**config.mk**
```make
export PLATFORM = sky130hd
export DESIGN_NAME = elevator_ctrl_nfloor
export DESIGN_NICKNAME = d
export VERILOG_FILES = /design/src/rtl/elevator_ctrl_nfloor.sv
export SDC_FILE = /design/constraint.sdc
export NUM_CORES = 1
export LEC_CHECK = 0
export CAP_MARGIN = 40
export CORE_ASPECT_RATIO = 1.1
export CORE_MARGIN = 10
export CORE_UTILIZATION = 40
export DETAILED_ROUTE_END_ITERATION = 10
export GPL_TIMING_DRIVEN = 0
export PLACE_DENSITY = 0.66
export SYNTH_ARGS = -nofsm -noshare
export SYNTH_HDL_FRONTEND = slang
export SYNTH_SLANG_ARGS = --single-unit
export TNS_END_PERCENT = 100
```
**constraint.sdc**
```tcl
create_clock -name clk_50M -period 8.95 [get_ports clk_50M]
set_input_delay 1.79 -clock clk_50M [delete_from_list [all_inputs] [get_ports clk_50M]]
set_output_delay 1.79 -clock clk_50M [all_outputs]
set_load 0.02 [all_outputs]
```
**src/rtl/elevator_ctrl_nfloor.sv**
```systemverilog
// elevator_ctrl_nfloor: N-floor collective (SCAN) elevator controller with timed travel and doors.
// Defining ELEV_DOOR_HOLD_EN adds a door_hold input that keeps or reopens the door.
module elevator_ctrl_nfloor #(
   parameter int unsigned NUM_FLOORS = 6,
   parameter int unsigned TRAVEL_CYC = 50000000,
   parameter int unsigned DOOR_CYC   = 100000000,
   parameter int unsigned CLOSE_CYC  = 50000000,
   localparam int unsigned FW = (NUM_FLOORS > 2) ? $clog2(NUM_FLOORS) : 1
) (
   input  logic                  clk_50M,
   input  logic                  rst_n,
   input  logic                  req_valid,
   input  logic [1:0]            req_kind,
   input  logic [FW-1:0]         req_floor,
`ifdef ELEV_DOOR_HOLD_EN
   input  logic                  door_hold,
`endif
   output logic [FW-1:0]         cur_floor,
   output logic [NUM_FLOORS-1:0] pend_cabin,
   output logic [NUM_FLOORS-1:0] pend_up,
   output logic [NUM_FLOORS-1:0] pend_down,
   output logic [1:0]            direction,
   output logic                  door_open,
   output logic                  door_closing,
   output logic                  moving
);

   localparam int unsigned TMax0  = (TRAVEL_CYC > DOOR_CYC) ? TRAVEL_CYC : DOOR_CYC;
   localparam int unsigned TMax   = (TMax0 > CLOSE_CYC) ? TMax0 : CLOSE_CYC;
   localparam int unsigned TimerW = (TMax > 1) ? $clog2(TMax) : 1;

   // Timers count down from (cycles - 1) and expire when they reach zero.
   localparam logic [TimerW-1:0]     TravelLd = TimerW'(TRAVEL_CYC - 1);
   localparam logic [TimerW-1:0]     DoorLd   = TimerW'(DOOR_CYC - 1);
   localparam logic [TimerW-1:0]     CloseLd  = TimerW'(CLOSE_CYC - 1);
   localparam logic [FW-1:0]         TopFloor = FW'(NUM_FLOORS - 1);
   localparam logic [NUM_FLOORS-1:0] OneHot0  = NUM_FLOORS'(1);

   typedef enum logic [2:0] {StIdle, StMoveUp, StMoveDown, StDoorOpen, StDoorClose} state_e;

   state_e                  state_q, state_d;
   logic [TimerW-1:0]       timer_q, timer_d;
   logic [FW-1:0]           floor_q, floor_d, next_fl;
   logic [1:0]              dir_q, dir_d;
   logic [NUM_FLOORS-1:0]   cab_q, cab_d, up_q, up_d, dn_q, dn_d;
   logic [NUM_FLOORS-1:0]   any_req, req_bit, door_bit, clr_up, clr_dn;
   logic                    req_ok, req_here, tmr_zero, enter_open, stop;
   logic                    go_dn, ahead, behind, hold;

   function automatic logic mask_above(input logic [NUM_FLOORS-1:0] m, input logic [FW-1:0] fl);
      logic r;
      r = 1'b0;
      for (int unsigned i = 0; i < NUM_FLOORS; i++) begin
         if (i > 32'(fl)) r = r | m[i];
      end
      return r;
   endfunction

   function automatic logic mask_below(input logic [NUM_FLOORS-1:0] m, input logic [FW-1:0] fl);
      logic r;
      r = 1'b0;
      for (int unsigned i = 0; i < NUM_FLOORS; i++) begin
         if (i < 32'(fl)) r = r | m[i];
      end
      return r;
   endfunction

`ifdef ELEV_DOOR_HOLD_EN
   assign hold = door_hold;
`else
   assign hold = 1'b0;
`endif

   assign any_req = cab_q | up_q | dn_q;

   always_ff @(posedge clk_50M or negedge rst_n) begin
      if (!rst_n) begin
         state_q <= StIdle;
         timer_q <= '0;
         floor_q <= '0;
         dir_q   <= 2'b00;
         cab_q   <= '0;
         up_q    <= '0;
         dn_q    <= '0;
      end else begin
         state_q <= state_d;
         timer_q <= timer_d;
         floor_q <= floor_d;
         dir_q   <= dir_d;
         cab_q   <= cab_d;
         up_q    <= up_d;
         dn_q    <= dn_d;
      end
   end

   always_comb begin
      state_d    = state_q;
      timer_d    = timer_q;
      floor_d    = floor_q;
      dir_d      = dir_q;
      next_fl    = floor_q;
      enter_open = 1'b0;
      stop       = 1'b0;
      go_dn      = (dir_q == 2'b10);
      ahead      = 1'b0;
      behind     = 1'b0;
      tmr_zero   = (timer_q == '0);

      req_ok   = req_valid && (req_kind != 2'd3) && (req_floor <= TopFloor)
                 && !(req_kind == 2'd1 && req_floor == TopFloor)
                 && !(req_kind == 2'd2 && req_floor == '0);
      // A call at the current floor with the door available is served, not latched.
      req_here = req_ok && (req_floor == floor_q)
                 && (state_q == StIdle || state_q == StDoorOpen);

      unique case (state_q)
         StIdle: begin
            if (req_here) begin
               enter_open = 1'b1;
            end else if (mask_above(any_req, floor_q)) begin
               state_d = StMoveUp;
               dir_d   = 2'b01;
               timer_d = TravelLd;
            end else if (mask_below(any_req, floor_q)) begin
               state_d = StMoveDown;
               dir_d   = 2'b10;
               timer_d = TravelLd;
            end
         end
         StMoveUp: begin
            if (!tmr_zero) begin
               timer_d = timer_q - TimerW'(1);
            end else begin
               next_fl = (floor_q == TopFloor) ? floor_q : floor_q + FW'(1);
               floor_d = next_fl;
               stop    = cab_q[next_fl] | up_q[next_fl]
                         | (dn_q[next_fl] & !mask_above(any_req, next_fl))
                         | (next_fl == TopFloor);
               if (stop) enter_open = 1'b1;
               else      timer_d    = TravelLd;
            end
         end
         StMoveDown: begin
            if (!tmr_zero) begin
               timer_d = timer_q - TimerW'(1);
            end else begin
               next_fl = (floor_q == '0) ? floor_q : floor_q - FW'(1);
               floor_d = next_fl;
               stop    = cab_q[next_fl] | dn_q[next_fl]
                         | (up_q[next_fl] & !mask_below(any_req, next_fl))
                         | (next_fl == '0);
               if (stop) enter_open = 1'b1;
               else      timer_d    = TravelLd;
            end
         end
         StDoorOpen: begin
            if (req_here || hold) begin
               timer_d = DoorLd;
            end else if (tmr_zero) begin
               state_d = StDoorClose;
               timer_d = CloseLd;
            end else begin
               timer_d = timer_q - TimerW'(1);
            end
         end
         StDoorClose: begin
            if (hold) begin
               enter_open = 1'b1;
            end else if (!tmr_zero) begin
               timer_d = timer_q - TimerW'(1);
            end else begin
               // An idle direction (00) prefers up, same as the IDLE tie-break.
               ahead  = go_dn ? mask_below(any_req, floor_q) : mask_above(any_req, floor_q);
               behind = go_dn ? mask_above(any_req, floor_q) : mask_below(any_req, floor_q);
               if (ahead) begin
                  state_d = go_dn ? StMoveDown : StMoveUp;
                  dir_d   = go_dn ? 2'b10 : 2'b01;
                  timer_d = TravelLd;
               end else if (behind) begin
                  state_d = go_dn ? StMoveUp : StMoveDown;
                  dir_d   = go_dn ? 2'b01 : 2'b10;
                  timer_d = TravelLd;
               end else if (any_req[floor_q]) begin
                  enter_open = 1'b1;
               end else begin
                  state_d = StIdle;
                  dir_d   = 2'b00;
                  timer_d = '0;
               end
            end
         end
         default: begin
            state_d = StIdle;
            timer_d = '0;
         end
      endcase

      if (enter_open) begin
         state_d = StDoorOpen;
         timer_d = DoorLd;
      end

      // Clears use the pre-request masks; a clear beats a same-edge set at the door floor.
      door_bit = enter_open ? (OneHot0 << floor_d) : '0;
      req_bit  = (req_ok && !req_here) ? (OneHot0 << req_floor) : '0;
      clr_up   = (dir_d != 2'b10 || !mask_below(any_req, floor_d)) ? door_bit : '0;
      clr_dn   = (dir_d != 2'b01 || !mask_above(any_req, floor_d)) ? door_bit : '0;
      cab_d    = (cab_q | ((req_kind == 2'd0) ? req_bit : '0)) & ~door_bit;
      up_d     = (up_q  | ((req_kind == 2'd1) ? req_bit : '0)) & ~clr_up;
      dn_d     = (dn_q  | ((req_kind == 2'd2) ? req_bit : '0)) & ~clr_dn;
   end

   always_comb begin
      cur_floor    = floor_q;
      pend_cabin   = cab_q;
      pend_up      = up_q;
      pend_down    = dn_q;
      direction    = dir_q;
      door_open    = (state_q == StDoorOpen);
      door_closing = (state_q == StDoorClose);
      moving       = (state_q == StMoveUp) || (state_q == StMoveDown);
   end

endmodule
```
==> results by group, run 1 <==
Status
  – Status: finished, final reports clean

STA
  – Fin. max-slew vios: 0
  – Unrepaired setup endpoints after global routing: no
  – Layout Skew: 0.00584 ns
  – Fin crit period: 4.37 ns
  – Final setup fails: 0
  – Final hold vios: 0
  – Slew @ Worst Pin: 0.750 ns
  – Fmax: 229 MHz
  – TNS Setup: 0 ns
  – Max_slew headroom: 0.496
  – Period utilisation layout: 0.488

Routing
  – Avg WL per Cell: 19.7 um
  – Vias/cell: 6.21
  – ANT nets after route: 0
  – First-pass DRT Iterations: 5
  – DRC Markers: 0
  – Vias post-DR: 4393
  – Starting DRT DRC Count: 435
  – Total wire length: 13.9 mm

Placed design
  – Gpl congestion: 0.968
  – Final HPWL DP: 10.6 mm
  – DP Cell Count: 699
  – # port buffers: 32

Setup path
  – Crit path launch type: input pin
  – CP Class: input pin to flop
  – Max incr delay on CP: 0.50 ns
  – Crit end category: flop
  – Max Fanout on Critical Path: 10
  – Crit-path cells: clkdlybuf4s50_1, buf_2, nor3_1, o21ai_1, and3_1, clkbuf_1, o21ai_1, and3_1, a211oi_2, nand3_1, a21boi_1
  – Worst path slowest cell: clkdlybuf4s50_1
  – Critical path data required time: 9.16 ns
  – CP bufs+invs: 3
  – Crit path DAT: 4.58 ns
  – Delay-heaviest family, CP: buffers and inverters

Flow run
  – Max cap viols: 0

Die
  – Core ar.: 10800 um^2
  – Die H: 130 um
  – Die ar.: 15600 um^2
  – Num ports: 34
  – Row cnt: 40
  – Die width: 120 um
  – Initial Utilization: 0.406

Clocking
  – CTS tree: yes
  – Num CTS Buffers: 5
  – Post-CTS setup buffer count: 0
  – Max Buffers Root-to-Sink: 2
  – Clk pin slew, worst setup/hold paths: 0.07 ns
  – Post-CTS Resized: 0
  – CTS H-tree depth: 2
  – Root buf cell: clkbuf_16
  – Hold-fix buffers, CTS: 0
  – Skew-Pair Late Insertion Delay: 0.30 ns
  – CTS Sinks: 53

Cells and area
  – Final nets: 574
  – Layout cells sized above 1: 0.159
  – # diodes: 0
  – Final-layout fill cell count: 1090
  – Post-Layout Cell Count: 707
  – P&R area growth vs syn: 15.5%

Logic synthesis
  – Cell type with the largest total area after synthesis: dfrtp_1
  – Synthesized area per cell: 8.46 um^2
  – Sequential element share of the synthesized area: 0.302
  – Syn nets: 534
  – FFs w/ async S/R, synth: 1.00
  – Post-Syn Area: 4390 um^2
  – Synthesized flop and latch total: 53
  – Post-synth top area share: 0.302
  – Cells after Synth: 519
  – Post-synth EDFFs: 0
  – Prevailing post-synth register cell: dfrtp_1
  – Synth cell types: 91
  – Yosys warnings: 0
  – Area contributors post-synth: dfrtp_1, a21oi_1, nor2_1

Global route
  – Antenna violations before repair: 0
  – First-pass GRT wire length: 22.5 mm
  – Gr usage total: 0.176
  – Largest net degree at the start of global routing: 36
  – Vias in the first global route: 4200
  – Grt ovf: 0

Pwr
  – Pleak: 2.04 nW
  – IR drop worst, VDD: 0.129 mV
  – PwrDens: 221 nW/um^2

Min path
  – Hold WC Path Type: flop to flop
-- state kept, by name, indices dropped and copies added (netlist names) --
signal      flops
pend_down       6
pend_up         6
state_q         3
cur_floor       3
direction       2
pend_cabin      6
timer_q        27
-- path summary, 6_finish.rpt --
path                                            to  slack [ns]  cells after the start                   start
max in group asynchronous     pend_up[5]$_DFF_PN0_        6.92                      2                   rst_n
max                         pend_down[0]$_DFF_PN0_        4.58                     11            req_floor[2]
min in group asynchronous   timer_q[4]$_DFFE_PN0P_        1.45                      1                   rst_n
min reg2reg                 timer_q[8]$_DFFE_PN0P_        0.53                      1  timer_q[8]$_DFFE_PN0P_
min                         timer_q[8]$_DFFE_PN0P_        0.53                      1  timer_q[8]$_DFFE_PN0P_
max reg2reg                timer_q[16]$_DFFE_PN0P_        5.18                     13  cur_floor[0]$_DFF_PN0_
-- through the flow --
step | hold slack [ns] | util | setup slack, ns | cell area (um^2) | power, mW
floorplan | 0.495 | - | 5.17 | 4390 | 0.734
global placement | 0.510 | 0.453 | 4.33 | 4890 | 0.885
detailed placement | 0.512 | 0.454 | 4.33 | 4910 | 0.901
CTS | 0.533 | 0.469 | 4.65 | 5070 | 1.12
global route | 0.539 | 0.469 | 4.42 | 5070 | 1.19
finish | 0.533 | 0.469 | 4.58 | 5070 | 1.12
-- logic make-up (layout without fill, tap and decap cells) --
kind of cell	Yosys count	in the layout	share of synthesized area
AOI/OAI and AO/OA	194	194	0.306
buffers and inverters	40	81	0.0524
muxes	4	4	0.0120
DFF	53	53	0.302
xor gates and xnor gates	6	6	0.0137
adders and majority gates	7	7	0.0200
and+or+nand+nor	215	215	0.293
-- power breakdown --
| part | internal [mW] | total [mW] | switching (mW) |
|---|---|---|---|
| registers | 0.299 | 0.396 | 0.0967 |
| clock network | 0.120 | 0.214 | 0.0937 |
| logic | 0.213 | 0.509 | 0.296 |
-- routing by layer --
metal | vias to the layer above | track usage | routed length [um]
met2 | 182 | 0.303 | 6830
met3 | 28 | 0.0294 | 860
li1 | 2046 | - | -
met4 | 0 | 0.0554 | 287
met5 | - | 0 | 0
met1 | 2137 | 0.221 | 5970
-- cell usage after synthesis (5+ instances only) --
library cell / number
a211oi_1: 6
nand2_1: 40
o21ai_0: 31
nor2b_1: 6
nor4_1: 8
a21oi_1: 60
nor3_2: 6
o21a_1: 6
o22a_1: 9
dfrtp_1: 53
nor3_1: 19
inv_1: 18
a21oi_2: 5
nand4_1: 8
or3_1: 5
buf_6: 6
clkbuf_1: 5
ha_1: 7
o211ai_1: 7
o22ai_1: 5
nand3_1: 17
nor2_1: 50
nand2b_1: 7
a31oi_1: 6
-- final cells by class --
type,instances,area (um^2),area share
Timing Repair Buffer,33,335,0.0661
Buffer,20,150,0.0296
Sequential cell,53,1330,0.262
Multi-Input combinational cell,426,2830,0.559
Tap cell,147,184,0.0363
Clock buffer,7,153,0.0301
Clock inverter,1,8.76,0.00173
Inverter,20,80.1,0.0158
-- cell usage in the layout, fill, tap and decap left out, types with 6 or more instances in the layout --
| master | count |
|---|---|
| a211oi_1 | 6 |
| a21oi_1 | 60 |
| a31oi_1 | 6 |
| buf_6 | 6 |
| clkdlybuf4s50_1 | 31 |
| dfrtp_1 | 53 |
| ha_1 | 7 |
| inv_1 | 18 |
| nand2_1 | 40 |
| nand2b_1 | 7 |
| nand3_1 | 17 |
| nand4_1 | 8 |
| nor2_1 | 50 |
| nor2b_1 | 6 |
| nor3_1 | 19 |
| nor3_2 | 6 |
| nor4_1 | 8 |
| o211ai_1 | 7 |
| o21a_1 | 6 |
| o21ai_0 | 31 |
| o22a_1 | 9 |
No activity file was read; power rests on OpenSTA's default activity.
==> run 2, diff against run 1 <==
Settings changed: PLACE_DENSITY 0.66 to 0.68.
Clock period 8.95 ns to 3.9 ns, I/O delays scaled along.
==> results by group, run 2 (synthesized netlist as in run 1, its figures left out) <==
Die
  – Row cnt: 40
  – Die H: 130 um
  – Die ar.: 15600 um^2
  – Core ar.: 10800 um^2
  – Num ports: 34
  – Initial Utilization: 0.406
  – Die width: 120 um

Pwr
  – PnR Total Power: 2.56 mW
  – IR drop worst, VDD: 0.260 mV
  – PwrDens: 504 nW/um^2
  – Pleak: 2.04 nW

Setup path
  – CP Class: flop to flop
  – Crit path DAT: 3.88 ns
  – Crit path launch type: flop
  – Max Fanout on Critical Path: 11
  – Crit end category: flop
  – Critical path data required time: 4.10 ns

Clocking
  – Max Buffers Root-to-Sink: 2
  – CTS Sinks: 53
  – CTS H-tree depth: 2
  – Hold-fix buffers, CTS: 0
  – Post-CTS setup buffer count: 0
  – Clk pin slew, worst setup/hold paths: 0.08 ns
  – Skew-Pair Late Insertion Delay: 0.30 ns
  – Root buf cell: clkbuf_16
  – Num CTS Buffers: 5
  – CTS tree: yes
  – Post-CTS Resized: 0

Routing
  – Total wire length: 14.1 mm
  – Vias post-DR: 4447
  – Avg WL per Cell: 19.9 um
  – ANT nets after route: 0
  – DRC Markers: 0
  – Starting DRT DRC Count: 380
  – First-pass DRT Iterations: 5
  – Vias/cell: 6.29

Cells and area
  – Most frequent cells in the layout: a21oi_1, dfrtp_1, nor2_1
  – Multi-input logic area: 2850 um^2
  – P&R area growth vs syn: 15.7%
  – Final nets: 574
  – Max reg flops: 27
  – Final Util: 0.470
  – # diodes: 0
  – Most common cell after layout, fill and taps aside: a21oi_1
  – Post-route cell area: 5080 um^2
  – Biggest register: timer_q
  – Layout cells sized above 1: 0.163
  – FF+latch area: 1330 um^2
  – Final-layout fill cell count: 1099

STA
  – TNS Setup: 0 ns
  – Max_slew headroom: 0.466
  – Fin crit period: 3.68 ns
  – Final hold vios: 0
  – Final setup fails: 0
  – Period utilisation layout: 0.944
  – Unrepaired setup endpoints after global routing: no
  – Slew @ Worst Pin: 0.795 ns
  – Layout Skew: 0.00804 ns
  – Worst Hold Slack: 0.480 ns
  – Fin. max-slew vios: 0
  – Fmax: 272 MHz

Min path
  – Hold WC Path Type: input pin to async pin

Placed design
  – Placement Cell Area: 4910 um^2
  – # port buffers: 32
  – Final HPWL DP: 10.6 mm
  – Gpl congestion: 0.935

Global route
  – Vias in the first global route: 4343
  – First-pass GRT wire length: 22.5 mm
  – Gr usage total: 0.177
  – Antenna violations before repair: 0
  – Largest net degree at the start of global routing: 32
  – Grt ovf: 0

Status
  – Status: finished, final reports clean

Flow run
  – Max cap viols: 0
[run 2: worst paths after layout]
path / end / cells past startpoint / startpoint / slack, ns
worst max-delay path: timer_q[25]$_DFFE_PN0P_ / 13 / cur_floor[0]$_DFF_PN0_ / 0.22
worst min-delay path: pend_up[5]$_DFF_PN0_ / 1 / rst_n / 0.48
worst max register to register: timer_q[25]$_DFFE_PN0P_ / 13 / cur_floor[0]$_DFF_PN0_ / 0.22
worst min register to register: timer_q[8]$_DFFE_PN0P_ / 1 / timer_q[8]$_DFFE_PN0P_ / 0.54
max in group asynchronous: pend_down[2]$_DFF_PN0_ / 2 / rst_n / 2.82
min in group clk_50M: timer_q[8]$_DFFE_PN0P_ / 1 / timer_q[8]$_DFFE_PN0P_ / 0.54
[run 2: through the flow]
| stage | std cells | setup slack [ns] |
|---|---|---|
| floorplan | 519 | 0.852 |
| CTS | 707 | 0.188 |
| finish | 707 | 0.217 |
| global route | 707 | 0.00651 |
| global placement | 698 | 0.180 |
| detailed placement | 699 | 0.235 |
[run 2: metal layers]
metal  track usage  up-vias  routed length, um
li1              -     2049                  -
met1         0.208     2157               5760
met2         0.307      196               7000
met3        0.0298       45                801
met4        0.0866        0                525
met5             0        -                  0
[run 2: power by group]
group	leakage (nW)	internal [mW]	total, mW	switching (mW)
clock	0.0680	0.244	0.484	0.240
sequential	0.652	0.686	0.903	0.217
combinational	1.32	0.489	1.17	0.681
total	2.04	1.42	2.56	1.14
[run 2: worst max-delay path, cell delays in order, from the launching register on]
cell	delay, ns
dfrtp_1	0.52
clkbuf_4	0.31
inv_2	0.17
ha_1	0.32
and2b_1	0.27
xnor2_4	0.29
mux2i_1	0.27
o221ai_1	0.17
a41oi_1	0.32
o21ai_2	0.10
o21ai_2	0.22
buf_6	0.25
o21ai_2	0.12
a221oi_1	0.23
[run 2: final cells by class]
cell class              instances  area share
plain buffers                  20      0.0303
well taps                     147      0.0362
clock inverters                 3     0.00517
repair buffers                 33      0.0660
inverters                      20      0.0158
multi-input cells             426       0.561
clock buffers                   5      0.0246
flip-flops and latches         53       0.261
==> run 3, diff against run 2 <==
Settings changed: CELL_PAD_IN_SITES_DETAIL_PLACEMENT set to 0, CELL_PAD_IN_SITES_GLOBAL_PLACEMENT set to 1, GPL_ROUTABILITY_DRIVEN set to 0, PLACE_DENSITY 0.68 to 0.84, REMOVE_ABC_BUFFERS set to 1.
==> results by group, run 3 (synthesized netlist as in run 1, its figures left out) <==
Status
  – Status: finished, final reports clean

Setup path
  – Max incr delay on CP: 0.63 ns
  – Crit path DAT: 3.91 ns
  – Max Fanout on Critical Path: 26
  – Worst path slowest cell: dfrtp_4
  – CP Class: flop to flop
  – CP bufs+invs: 3
  – R2r setup slk: 0.16 ns
  – Delay-heaviest family, CP: compound AO/OA/AOI/OAI gates
  – Crit path launch type: flop
  – R2R cell count: 12
  – Worst r2r src: cur_floor[0]$_DFF_PN0_
  – Crit-path cells: inv_2, ha_1, or4b_1, o211ai_1, inv_1, o221ai_1, a41oi_1, o21ai_2, o21ai_2, buf_8, nor4_2, a21boi_1
  – Critical path data required time: 4.07 ns
  – Crit-path most repeated cell: o21ai_2
  – Crit end category: flop
  – Reg-to-reg endpoint: pend_down[0]$_DFF_PN0_

Cells and area
  – Final Util: 0.460
  – Post-Layout Cell Count: 690
  – Layout cells sized above 1: 0.147
  – # diodes: 0
  – Biggest register: timer_q
  – Post-route cell area: 4970 um^2
  – Final nets: 557
  – Final-layout fill cell count: 1085
  – Max reg flops: 27
  – P&R area growth vs syn: 13.3%
  – Most common cell after layout, fill and taps aside: a21oi_1
  – Most frequent cells in the layout: a21oi_1, dfrtp_1, nor2_1

Pwr
  – Sw power: 1.11 mW
  – PwrDens: 515 nW/um^2
  – Pleak: 1.97 nW
  – Power share of the clock group: 0.204
  – Gate power share: 0.433
  – Cell-internal power: 1.45 mW
  – IR drop worst, VDD: 0.235 mV
  – Switching share of power: 0.433
  – Part of the power in registers: 0.363

Routing
  – Vias post-DR: 4259
  – DRC Markers: 0
  – Avg WL per Cell: 19.3 um
  – ANT nets after route: 0
  – First-pass DRT Iterations: 6
  – Vias/cell: 6.17
  – Starting DRT DRC Count: 388
  – Total wire length: 13.3 mm

STA
  – Max_slew headroom: 0.402
  – Period utilisation layout: 0.958
  – Fin crit period: 3.74 ns
  – Final hold vios: 0
  – Fin. max-slew vios: 0
  – Slew @ Worst Pin: 0.897 ns
  – Unrepaired setup endpoints after global routing: no
  – Fmax: 268 MHz
  – Setup ws final: 0.164 ns
  – Final setup fails: 0
  – Layout Skew: 0.0109 ns

Die
  – Die width: 120 um
  – Die ar.: 15600 um^2
  – Die H: 130 um
  – Num ports: 34
  – Initial Utilization: 0.406
  – Row cnt: 40
  – Core ar.: 10800 um^2

Clocking
  – Max Buffers Root-to-Sink: 2
  – Post-CTS setup buffer count: 0
  – Clk pin slew, worst setup/hold paths: 0.08 ns
  – CTS Sinks: 53
  – CTS H-tree depth: 2
  – Root buf cell: clkbuf_16
  – Num CTS Buffers: 5
  – CTS tree: yes
  – Hold-fix buffers, CTS: 0
  – Skew-Pair Late Insertion Delay: 0.30 ns

Placed design
  – Placement Cell Area: 4780 um^2
  – DP Worst Slack: -0.393 ns
  – Final HPWL DP: 9.85 mm
  – DP Cell Count: 681
  – # port buffers: 33

Flow run
  – Max cap viols: 0

Global route
  – First-pass GRT wire length: 21.7 mm
  – Busiest grt layer: met2
  – Global Route met3 Usage: 0.0402
  – Grt ovf: 0
  – Largest net degree at the start of global routing: 35
  – Grt met2 use: 0.289
  – Gr usage total: 0.169
  – Antenna violations before repair: 0
  – Vias in the first global route: 4207
  – Met1 global-route usage: 0.206

Min path
  – Hold WC Path Type: input pin to async pin
[run 3: area by class of cell]
type	instances	area [um^2]	area share
Clock buffer	5	125	0.0252
Clock inverter	3	43.8	0.00881
Inverter	20	80.1	0.0161
Multi-Input combinational cell	426	2840	0.572
Sequential cell	53	1330	0.268
Tap cell	147	184	0.0370
Timing Repair Buffer	36	365	0.0735
[run 3: timing repair]
action / CTS / global route
setup endpoints to repair: 28 / 17
endpoints found under the hold margin: 0 / 0
cloned: 0 / 0
gates resized for setup: 3 / 2
[run 3: how the worst max path moves through the flow]
stage	start	endpoint	slack (ns)	depth (start not counted)
finish	cur_floor[0]$_DFF_PN0_	pend_down[0]$_DFF_PN0_	0.16	12
global route	cur_floor[0]$_DFF_PN0_	pend_down[0]$_DFF_PN0_	0.04	12
CTS	cur_floor[0]$_DFF_PN0_	timer_q[18]$_DFFE_PN0P_	0.07	11
detailed placement	cur_floor[0]$_DFF_PN0_	pend_down[0]$_DFF_PN0_	-0.39	12
global placement	cur_floor[0]$_DFF_PN0_	timer_q[18]$_DFFE_PN0P_	-0.64	11
floorplan	cur_floor[0]$_DFF_PN0_	timer_q[16]$_DFFE_PN0P_	0.27	11
[run 3: power by group through the flow]
stage,combinational [mW],sequential (mW),clock (mW)
after floorplan,0.731,0.919,0
after global placement,1.06,0.926,0
after detailed placement,1.09,0.934,0
after CTS,1.10,0.926,0.527
after global routing,1.22,0.954,0.551
final,1.11,0.931,0.523
[run 3: through the flow]
| step | setup TNS (ns) | total power, mW | hold WS [ns] |
|---|---|---|---|
| after global placement | -9.99 | 1.98 | 0.512 |
| after detailed placement | -3.73 | 2.03 | 0.510 |
| after global routing | 0 | 2.73 | 0.496 |
| final | 0 | 2.56 | 0.446 |
| after floorplan | 0 | 1.65 | 0.484 |
| after CTS | 0 | 2.55 | 0.463 |
[run 3: metal layers]
layer,part of all wire,routed length (um)
met4,0.017,226
met5,0,0
met2,0.48,6450
met1,0.43,5730
met3,0.070,932
[run 3: worst reg2reg max path, stage by stage (launching register included)]
cell and delay, ns:
dfrtp_4 0.63, inv_2 0.22, ha_1 0.57, or4b_1 0.47
o211ai_1 0.16, inv_1 0.08, o221ai_1 0.20, a41oi_1 0.20
o21ai_2 0.24, o21ai_2 0.17, buf_8 0.22, nor4_2 0.33
a21boi_1 0.13
